## src/rtl/dma_desc_sched_pkg.sv

```systemverilog
// Shared types and sizing for the DMA descriptor scheduler.
package dma_desc_sched_pkg;

  localparam int DMA_NUM_DESC   = 4;
  localparam int DMA_ADDR_WIDTH = 16;
  localparam int DMA_IDX_W      = (DMA_NUM_DESC > 1) ? $clog2(DMA_NUM_DESC) : 1;

  typedef enum logic [1:0] {IDLE, ISSUE, WAIT, FIN} dma_sched_st_t;

endpackage

```

## src/rtl/dma_desc_sched_if.sv

```systemverilog
// CSR-side and engine-side signals of the descriptor scheduler.
interface dma_desc_sched_if #(
  parameter int NUM_DESC = dma_desc_sched_pkg::DMA_NUM_DESC,
  parameter int BYTES_W  = dma_desc_sched_pkg::DMA_ADDR_WIDTH,
  parameter int IDX_W    = (NUM_DESC > 1) ? $clog2(NUM_DESC) : 1
);
  logic                        go;
  logic                        abort;
  logic [NUM_DESC-1:0]         desc_en;
  logic [NUM_DESC*BYTES_W-1:0] desc_bytes;
  logic                        xfer_req;
  logic [IDX_W-1:0]            xfer_idx;
  logic                        xfer_ack;
  logic                        xfer_done;
  logic                        xfer_err;
  logic                        busy;
  logic                        dma_done;
  logic                        dma_error;

  modport master (
    input  go, abort, desc_en, desc_bytes, xfer_ack, xfer_done, xfer_err,
    output xfer_req, xfer_idx, busy, dma_done, dma_error
  );

  modport slave (
    output go, abort, desc_en, desc_bytes, xfer_ack, xfer_done, xfer_err,
    input  xfer_req, xfer_idx, busy, dma_done, dma_error
  );
endinterface

```

## src/rtl/dma_desc_sched_prio_enc.sv

```systemverilog
// Lowest-set-bit encoder; valid is low when the vector is empty.
module dma_prio_enc #(
  parameter int N = 4,
  parameter int W = (N > 1) ? $clog2(N) : 1
) (
  input  logic [N-1:0] vec,
  output logic [W-1:0] idx,
  output logic         valid
);
  // Scan downward so the lowest set bit is written last and wins.
  always_comb begin
    idx = '0;
    for (int i = N - 1; i >= 0; i--) begin
      if (vec[i]) idx = W'(i);
    end
  end

  assign valid = |vec;
endmodule

```

## src/rtl/dma_desc_sched.sv

```systemverilog
// Snapshots enabled non-empty descriptors on a go edge and issues them in
// ascending order to the transfer engine, reporting sticky done/error.
module dma_desc_sched
  import dma_desc_sched_pkg::*;
#(
  parameter int NUM_DESC = DMA_NUM_DESC,
  parameter int BYTES_W  = DMA_ADDR_WIDTH,
  parameter int IDX_W    = (NUM_DESC > 1) ? $clog2(NUM_DESC) : 1
) (
  input logic clk,
  input logic rst,
  dma_desc_sched_if.master bus
);
  dma_sched_st_t       st, st_nxt;
  logic [NUM_DESC-1:0] snap, pending;
  logic [IDX_W-1:0]    snap_idx, pend_idx, idx;
  logic                snap_vld, pend_vld;
  logic                go_q, abort_q, req, busy, done, error;
  logic                go_edge, abort_any;

  always_comb begin
    snap = '0;
    for (int i = 0; i < NUM_DESC; i++)
      snap[i] = bus.desc_en[i] & (|bus.desc_bytes[i*BYTES_W +: BYTES_W]);
  end

  dma_prio_enc #(.N(NUM_DESC), .W(IDX_W)) u_snap_enc (
    .vec(snap), .idx(snap_idx), .valid(snap_vld)
  );

  dma_prio_enc #(.N(NUM_DESC), .W(IDX_W)) u_pend_enc (
    .vec(pending), .idx(pend_idx), .valid(pend_vld)
  );

  assign go_edge   = bus.go & ~go_q;
  assign abort_any = abort_q | bus.abort;

  always_comb begin
    st_nxt = st;
    case (st)
      IDLE:    if (go_edge) st_nxt = snap_vld ? ISSUE : FIN;
      ISSUE:   if (bus.xfer_ack) st_nxt = WAIT;
               else if (abort_any) st_nxt = FIN;
      // An engine error ends the run even when an abort is also pending.
      WAIT:    if (bus.xfer_done)
                 st_nxt = (bus.xfer_err || abort_any || !pend_vld) ? FIN : ISSUE;
      FIN:     st_nxt = IDLE;
      default: st_nxt = IDLE;
    endcase
  end

  always_ff @(posedge clk) begin
    if (rst) begin
      st      <= IDLE;
      pending <= '0;
      go_q    <= 1'b0;
      abort_q <= 1'b0;
      req     <= 1'b0;
      idx     <= '0;
      busy    <= 1'b0;
      done    <= 1'b0;
      error   <= 1'b0;
    end else begin
      go_q <= bus.go;
      st   <= st_nxt;
      if (st != IDLE) abort_q <= abort_any;
      case (st)
        IDLE: if (go_edge) begin
          pending <= snap;
          done    <= 1'b0;
          error   <= 1'b0;
          abort_q <= 1'b0;
          busy    <= 1'b1;
          if (snap_vld) begin
            req <= 1'b1;
            idx <= snap_idx;
          end
        end
        ISSUE: begin
          if (bus.xfer_ack) begin
            pending[idx] <= 1'b0;
            req          <= 1'b0;
          end else if (abort_any) begin
            req <= 1'b0;
          end
        end
        WAIT: if (bus.xfer_done) begin
          if (bus.xfer_err) error <= 1'b1;
          else if (st_nxt == ISSUE) begin
            req <= 1'b1;
            idx <= pend_idx;
          end
        end
        FIN: begin
          done <= 1'b1;
          busy <= 1'b0;
        end
        default: ;
      endcase
    end
  end

  assign bus.xfer_req  = req;
  assign bus.xfer_idx  = idx;
  assign bus.busy      = busy;
  assign bus.dma_done  = done;
  assign bus.dma_error = error;
endmodule
```

## src/flat_wrapper.sv

```systemverilog
// flat-port wrapper written by rule: the top's interface ports become plain ports
module dma_desc_sched_flat import dma_desc_sched_pkg::*;
#(
  parameter int NUM_DESC = DMA_NUM_DESC,
  parameter int BYTES_W  = DMA_ADDR_WIDTH,
  parameter int IDX_W    = (NUM_DESC > 1) ? $clog2(NUM_DESC) : 1
)
  (clk, rst, bus_go, bus_abort, bus_desc_en, bus_desc_bytes, bus_xfer_ack, bus_xfer_done, bus_xfer_err, bus_xfer_req, bus_xfer_idx, bus_busy, bus_dma_done, bus_dma_error);
  dma_desc_sched_if #(.NUM_DESC(NUM_DESC), .BYTES_W(BYTES_W), .IDX_W(IDX_W)) bus_i ();
  input logic clk;
  input logic rst;
  input wire logic [$bits(bus_i.go)-1:0] bus_go;
  input wire logic [$bits(bus_i.abort)-1:0] bus_abort;
  input wire logic [$bits(bus_i.desc_en)-1:0] bus_desc_en;
  input wire logic [$bits(bus_i.desc_bytes)-1:0] bus_desc_bytes;
  input wire logic [$bits(bus_i.xfer_ack)-1:0] bus_xfer_ack;
  input wire logic [$bits(bus_i.xfer_done)-1:0] bus_xfer_done;
  input wire logic [$bits(bus_i.xfer_err)-1:0] bus_xfer_err;
  output wire logic [$bits(bus_i.xfer_req)-1:0] bus_xfer_req;
  output wire logic [$bits(bus_i.xfer_idx)-1:0] bus_xfer_idx;
  output wire logic [$bits(bus_i.busy)-1:0] bus_busy;
  output wire logic [$bits(bus_i.dma_done)-1:0] bus_dma_done;
  output wire logic [$bits(bus_i.dma_error)-1:0] bus_dma_error;
  assign bus_i.go = bus_go;
  assign bus_i.abort = bus_abort;
  assign bus_i.desc_en = bus_desc_en;
  assign bus_i.desc_bytes = bus_desc_bytes;
  assign bus_i.xfer_ack = bus_xfer_ack;
  assign bus_i.xfer_done = bus_xfer_done;
  assign bus_i.xfer_err = bus_xfer_err;
  assign bus_xfer_req = bus_i.xfer_req;
  assign bus_xfer_idx = bus_i.xfer_idx;
  assign bus_busy = bus_i.busy;
  assign bus_dma_done = bus_i.dma_done;
  assign bus_dma_error = bus_i.dma_error;
  dma_desc_sched #(.NUM_DESC(NUM_DESC), .BYTES_W(BYTES_W), .IDX_W(IDX_W)) u_core (.clk(clk), .rst(rst), .bus(bus_i));
endmodule
```

## config.mk

```make
export PLATFORM = sky130hd
export DESIGN_NAME = dma_desc_sched_flat
export DESIGN_NICKNAME = d
export VERILOG_FILES = /design/src/rtl/dma_desc_sched_pkg.sv /design/src/rtl/dma_desc_sched_if.sv /design/src/rtl/dma_desc_sched_prio_enc.sv /design/src/rtl/dma_desc_sched.sv /design/src/flat_wrapper.sv
export SDC_FILE = /design/constraint.sdc
export NUM_CORES = 1
export LEC_CHECK = 0
export ABC_AREA = 1
export ABC_CLOCK_PERIOD_IN_PS = 1700
export BUFFER_PORTS_ARGS = -buffer_cell sky130_fd_sc_hd__buf_2
export CAP_MARGIN = 0
export CELL_PAD_IN_SITES_DETAIL_PLACEMENT = 1
export CELL_PAD_IN_SITES_GLOBAL_PLACEMENT = 2
export CORE_MARGIN = 5
export CORE_UTILIZATION = 17
export CTS_CLUSTER_SIZE = 28
export DETAILED_ROUTE_END_ITERATION = 10
export PLACE_DENSITY_LB_ADDON = 0.1
export REMOVE_ABC_BUFFERS = 1
export SYNTH_ARGS = -nofsm -noshare
export SYNTH_HDL_FRONTEND = slang
export SYNTH_SLANG_ARGS = --single-unit
```

## constraint.sdc

```tcl
create_clock -name clk -period 1.7 [get_ports clk]
set_input_delay 0.085 -clock clk [delete_from_list [all_inputs] [get_ports clk]]
set_output_delay 0.085 -clock clk [all_outputs]
set_load 0.05 [all_outputs]
```

### Word level (Yosys, flattened, before mapping)

Cells that the tools add are included.

| word-level totals | value |
|---|---|
| logic and storage cells | 97 |
| register bits | 14 |
| input bits | 75 |
| output and inout port bits | 6 |

| operators by class | value |
|---|---|
| eq/ne operators | 12 |
| $lt $le $gt $ge | 2 |
| muxes and demuxes | 44 |
| reductions and logical operators | 21 |
| bitwise gates (word level) | 9 |

Operators with widths:

| cell | count |
|---|---|
| $reduce_or 16->1 | 4 |
| $mux 2 | 19 |
| $mux 1 | 15 |
| $mux 4 | 2 |
| $ne 2x2->1 const B | 4 |
| $pmux 2 s4 | 1 |
| $pmux 4 s2 | 1 |
| $reduce_bool 2->1 | 4 |
| $reduce_or 4->1 | 2 |
| $reduce_and 7->1 | 1 |
| $ne 2x1->1 const B | 3 |
| $pmux 1 s2 | 3 |
| $reduce_and 6->1 | 1 |
| $and 1x1->1 | 5 |
| $and 4x4->4 | 1 |
| $eq 2x1->1 const B | 2 |
| $eq 2x2->1 const B | 2 |
| $not 4->4 | 1 |
| $pmux 2 s2 | 1 |
| $reduce_and 4->1 | 1 |
| $lt 2x3->1 const B | 1 |
| $ne 3x2->1 const B | 1 |
| $pmux 1 s3 | 1 |
| $reduce_and 3->1 | 1 |
| 10 further kinds | 11 |

### Depth between registers and ports, before layout

| depth | value |
|---|---|
| depth after elaboration | 11 |
| gate-level depth with buffers | 12 |
| depth with buffers taken out | 12 |

### Modules after synthesis

A second synthesis with hierarchy kept.

| second synthesis, totals | value |
|---|---|
| cells, all modules | 184 |
| area, all modules | 1024.7 sq um |

Modules (own cells, without submodules):

| module | times used | area each (sq um) | seq. area each (sq um) | cells an instance |
|---|---|---|---|---|
| dma_desc_sched | 1 | 932.1 | 280.3 | 166 |
| dma_prio_enc | 2 | 46.3 | 0.0 | 9 |

### Worst setup path after synthesis

OpenSTA, ideal clock, no wires.

| path | value |
|---|---|
| path kind | register to register |
| start | register u_core.idx[1], in the netlist u_core.bus.xfer_idx[1] |
| end | register u_core.pending[3] |
| data arrival time | 1133 ps |
| slack | 435 ps |
| path buffers | 0 |
| setup time | 132 ps |
| data required time | 1568 ps |
| stages on the path, launching flop included | 4 |
| period minus slack after synthesis | 1265 ps |
| cells stage by stage | dfxtp_1 -> inv_1 -> o311ai_1 -> a21oi_1 |

| on the way | value |
|---|---|
| word-level cells in the longest chain between the ends | 8 |
| elaborated cells on any way between the ends | 9 |
| classes of those cells | 2 x order compare; 4 x mux; 2 x bitwise; 1 x reduce/logical |

RTL lines:

| element | RTL line | source |
|---|---|---|
| from (decl) | dma_desc_sched.sv:16 | `logic [IDX_W-1:0] snap_idx, pend_idx, idx;` |
| from (signal assigned) | dma_desc_sched.sv:76 | `idx <= snap_idx;` |
| from (signal assigned) | dma_desc_sched.sv:91 | `idx <= pend_idx;` |
| $lt 2x3->1 (implied by the code) / $ge 2x1->1 (equally long branches) | dma_desc_sched.sv:81 | `pending[idx] <= 1'b0;` |
| $logic_and 1x1->1 (implied by the code) | dma_desc_sched.sv:81 |  |
| $mux 1 (implied by the code) | dma_desc_sched.sv:81 |  |
| $demux 1 s2 (*) | n/a |  |
| $not 4->4 (no line) (*) | n/a |  |
| $and 4x4->4 (no line) (*) | n/a |  |
| $mux 4 (*) | dma_desc_sched.sv:80 | `if (bus.xfer_ack) begin` |
| $pmux 4 s2 (*) | dma_desc_sched.sv:67 | `case (st)` |
| to (signal assigned) | dma_desc_sched.sv:69 | `pending <= snap;` |
| to (decl) | dma_desc_sched.sv:15 | `logic [NUM_DESC-1:0] snap, pending;` |

Every way passes the cells marked *; elsewhere a longest branch is shown, timed or not. The select of a mux whose other input is x is not followed.
A chain may end at the register's enable or synchronous reset.

### Final worst setup path

| path | value |
|---|---|
| start | register u_core.st[1] |
| end | register u_core.pending[0] |

| on the way | value |
|---|---|
| word-level cells in the longest chain between the ends | 3 |
| elaborated cells on any way between the ends | 7 |
| classes of those cells | 3 x eq/ne; 1 x mux; 3 x reduce/logical |

RTL lines:

| element | RTL line | source |
|---|---|---|
| from (decl) | dma_desc_sched.sv:14 | `dma_sched_st_t st, st_nxt;` |
| from (signal assigned) | dma_desc_sched.sv:65 | `st <= st_nxt;` |
| $eq 2x1->1 / $logic_not 2->1 (equally long branches) | dma_desc_sched.sv:67 |  |
| $ne 2x2->1 (no line), or another cell as far along | n/a |  |
| $reduce_and 3->1 (no line) | n/a |  |

Several ways; a longest one is shown, not always the timed one.

==> results_dict.tcl <==
set metrics [dict create \
    yosysWarnings 0 \
    synth-simple-area-share_pct 48.8 \
    setup_ws_ps 310 \
    setup_violations 0 \
    routed_wl_mm 3.84 \
    p_per_area_mw_per_mm2 714 \
    numPlacedInstances 322 \
    p_sw_share_pct 35.2 \
    crit_fanout 7 \
    reg2reg_to "u_core.pending[0]" \
    io_buffers 80 \
    yosys_register_bits 14 \
    numCtsBuffers 3 \
    multiInputGateArea_um2 643 \
    synthCells 171 \
    cts_max_path_buffers 2 \
    synthXorXnorAreaFrac_pct 0 \
    viasPerCell 4.07 \
    place_hpwl_mm 3.47 \
    vdd_drop_max_uv 352 \
    boundaryPins 81 \
    drive_above_1_share_pct 40.2 \
    synth_seq_area_share_pct 28.2 \
    fp.dieW_um 86.5 \
    worstHoldStart "bus_go" \
    design.core.area_mm2 0.00561 \
    place_ws_ps 305 \
    h-tree-depth 1 \
    critPathKind "reg -> reg" \
    cts_tree "built" \
    worst_setup_path_end_kind "register" \
    tightest_slew_ps 318 \
    power_leakage_uw 0.000764 \
    worstPathCellList "nor2_2, inv_2, nor2_4, inv_2, nand2_4, a21oi_1, o21a_1" \
    final_common_cell "buf_2" \
    synth-compound-area-share_pct 15.8 \
    ant_nets 0 \
    area_growth_syn_to_layout_pct 54.5 \
    final_cell_mix "buf_2 (80), nor2_1 (49), nand2_1 (40), inv_1 (14), dfxtp_1 (14)" \
    antenna_found_initial 0 \
    clkLatencyLatePin_ps 250 \
    worstSetupStartpointType "register" \
    overflow 0 \
    grt_start_max_net_pins 11 \
    cts_root_buffer "clkbuf_8" \
    hold_viol 0 \
    grt_pass1_wl_mm 6.43 \
    status "complete, no violations" \
    grt_setup_unrepaired "no" \
    min_to "u_core.go_q" \
    drt_iter0_drc 17 \
    whs_path_depth 3 \
    setup_tns_ps 0 \
    drv_cap 0 \
    crit_buf_inv 2 \
    total_power_uw 1100 \
    place.gp.congestion 0.753 \
    layout.nets 330 \
    clock-sinks 14 \
    r2r-start "u_core.st[1]" \
    drtPass1Iterations 4 \
    die_y_um 86.5 \
    vias 1328 \
    grtUsageTotal_pct 10.7 \
    clock_skew_ps 0.820 \
    cpMaxStageDelayCell "dfxtp_1" \
    ctsResizeCount 0 \
    initial_utilization_pct 17.7 \
    power_switching_uw 386 \
    die_area_mm2 0.00748 \
    cp_top_family "simple AND/OR/NAND/NOR gates" \
    stdcell_count 326 \
    cp_common_cell "inv_2" \
    slowest_delay_ps 400 \
    ys_async_sr_fraction_pct 0 \
    p_clk_share_pct 30.2 \
    grt_pass1_vias 1439 \
    slew_headroom_pct 78.7 \
    muxShareOfSynthArea_pct 0 \
    rows 27 \
    cp-startpoint "u_core.st[1]" \
    r2r_cells 7 \
    synth_cell_types 25 \
    syn_area_per_cell_um2 5.82 \
    crit_required_ps 1840 \
    hp-class "in -> reg" \
    r2r_slack_ps 310 \
    hold_buffers 0 \
    fill_cells 767 \
    regArea_um2 280 \
    diodes 0 \
    fin_crit_ps 1390 \
    pwr-share-comb_pct 34.2 \
    synth_edf_count 0 \
    synthAdderAreaFrac_pct 0 \
    p_seq_share_pct 35.6 \
    cts.clk_slew.worst_paths_ps 60 \
    internal_power_uw 711 \
    routedWlPerCell_um 11.8 \
    holdWs_ps 48.8 \
    post-cts-setup-buffers 0 \
    worstPathArrival_ps 1530 \
    fmax_mhz 719 \
    period_share_pct 81.8 \
    ys.flop_type "dfxtp_1" \
    synth_top_family_by_area "simple AND/OR/NAND/NOR gates" \
    finalMaxSlewViolations 0 \
    drc 0 \
    synth_area_um2 995 \
]
==> cell usage after synthesis, types with 2 or more instances <==
library cell  number  area share [%]
a21oi_1           10             5.0
dfxtp_1           14              28
inv_1             14             5.3
inv_2              4             1.5
nand2_1           40              15
nand2_2            3             1.9
nand2_4            2             2.3
nand3_1            7             3.5
nor2_1            49              18
nor2_2             5             3.1
nor2_4             2             2.3
o21a_1             2             1.5
o21ai_0            5             2.5
o21ai_1            3             1.5
==> through the flow <==
| stage | utilization [%] | area (µm²) |
|---|---|---|
| 2_1_floorplan | - | 991 |
| 6_report | 27.4 | 1540 |
| 3_3_place_gp | 26.4 | 1480 |
| 5_1_grt | 27.4 | 1540 |
| 4_1_cts | 27.4 | 1540 |
| 3_5_place_dp | 26.4 | 1480 |
==> flip-flops by register name, summed over array words and instances (netlist names) <==
register	count
u_core.pending	4
u_core.bus.xfer_idx	2
u_core.st	2
u_core.abort_q	1
u_core.bus.busy	1
u_core.bus.dma_done	1
u_core.bus.dma_error	1
u_core.bus.xfer_req	1
u_core.go_q	1
==> layer usage <==
metal / global-route usage [%] / vias to the layer above / wire (µm)
li1: - / 709 / -
met1: 12.0 / 583 / 1560
met2: 20.3 / 34 / 2010
met3: 3.23 / 2 / 258
met4: 1.27 / 0 / 8
met5: 0 / - / 0
==> area by class of cell <==
cell class / instances / area share [%]
Multi-Input combinational cell: 138 / 41.9
Timing Repair Buffer: 80 / 26.1
Sequential cell: 14 / 18.2
Tap cell: 72 / 5.86
Inverter: 18 / 4.40
Clock buffer: 4 / 3.58
==> how the worst max path moves through the flow <==
stage	end	depth (start not counted)
after floorplan	u_core.pending[3]	3
after CTS	u_core.pending[0]	7
after global routing	u_core.pending[0]	7
after global placement	u_core.pending[0]	7
final	u_core.pending[0]	7
after detailed placement	u_core.pending[0]	7
==> power groups by stage <==
stage	Sequential, µW	Combinational (µW)	Clock [µW]
after floorplan	450	172	0
after global placement	397	384	0
after detailed placement	398	381	0
after CTS	391	383	345
after global routing	397	425	359
final	390	375	331
==> worst min-delay path: cells and delay by family <==
kind	cells	cell delay, ps
simple gates	1	70
buf+inv	2	110
==> kinds of logic (layout without fill, tap and decap cells) <==
| family | Yosys count | in the layout |
|---|---|---|
| and+or+nand+nor | 111 | 111 |
| DFF | 14 | 14 |
| AOI/OAI and AO/OA | 27 | 27 |
| buffers and inverters | 19 | 102 |
No activity file was read; power rests on OpenSTA's default activity.
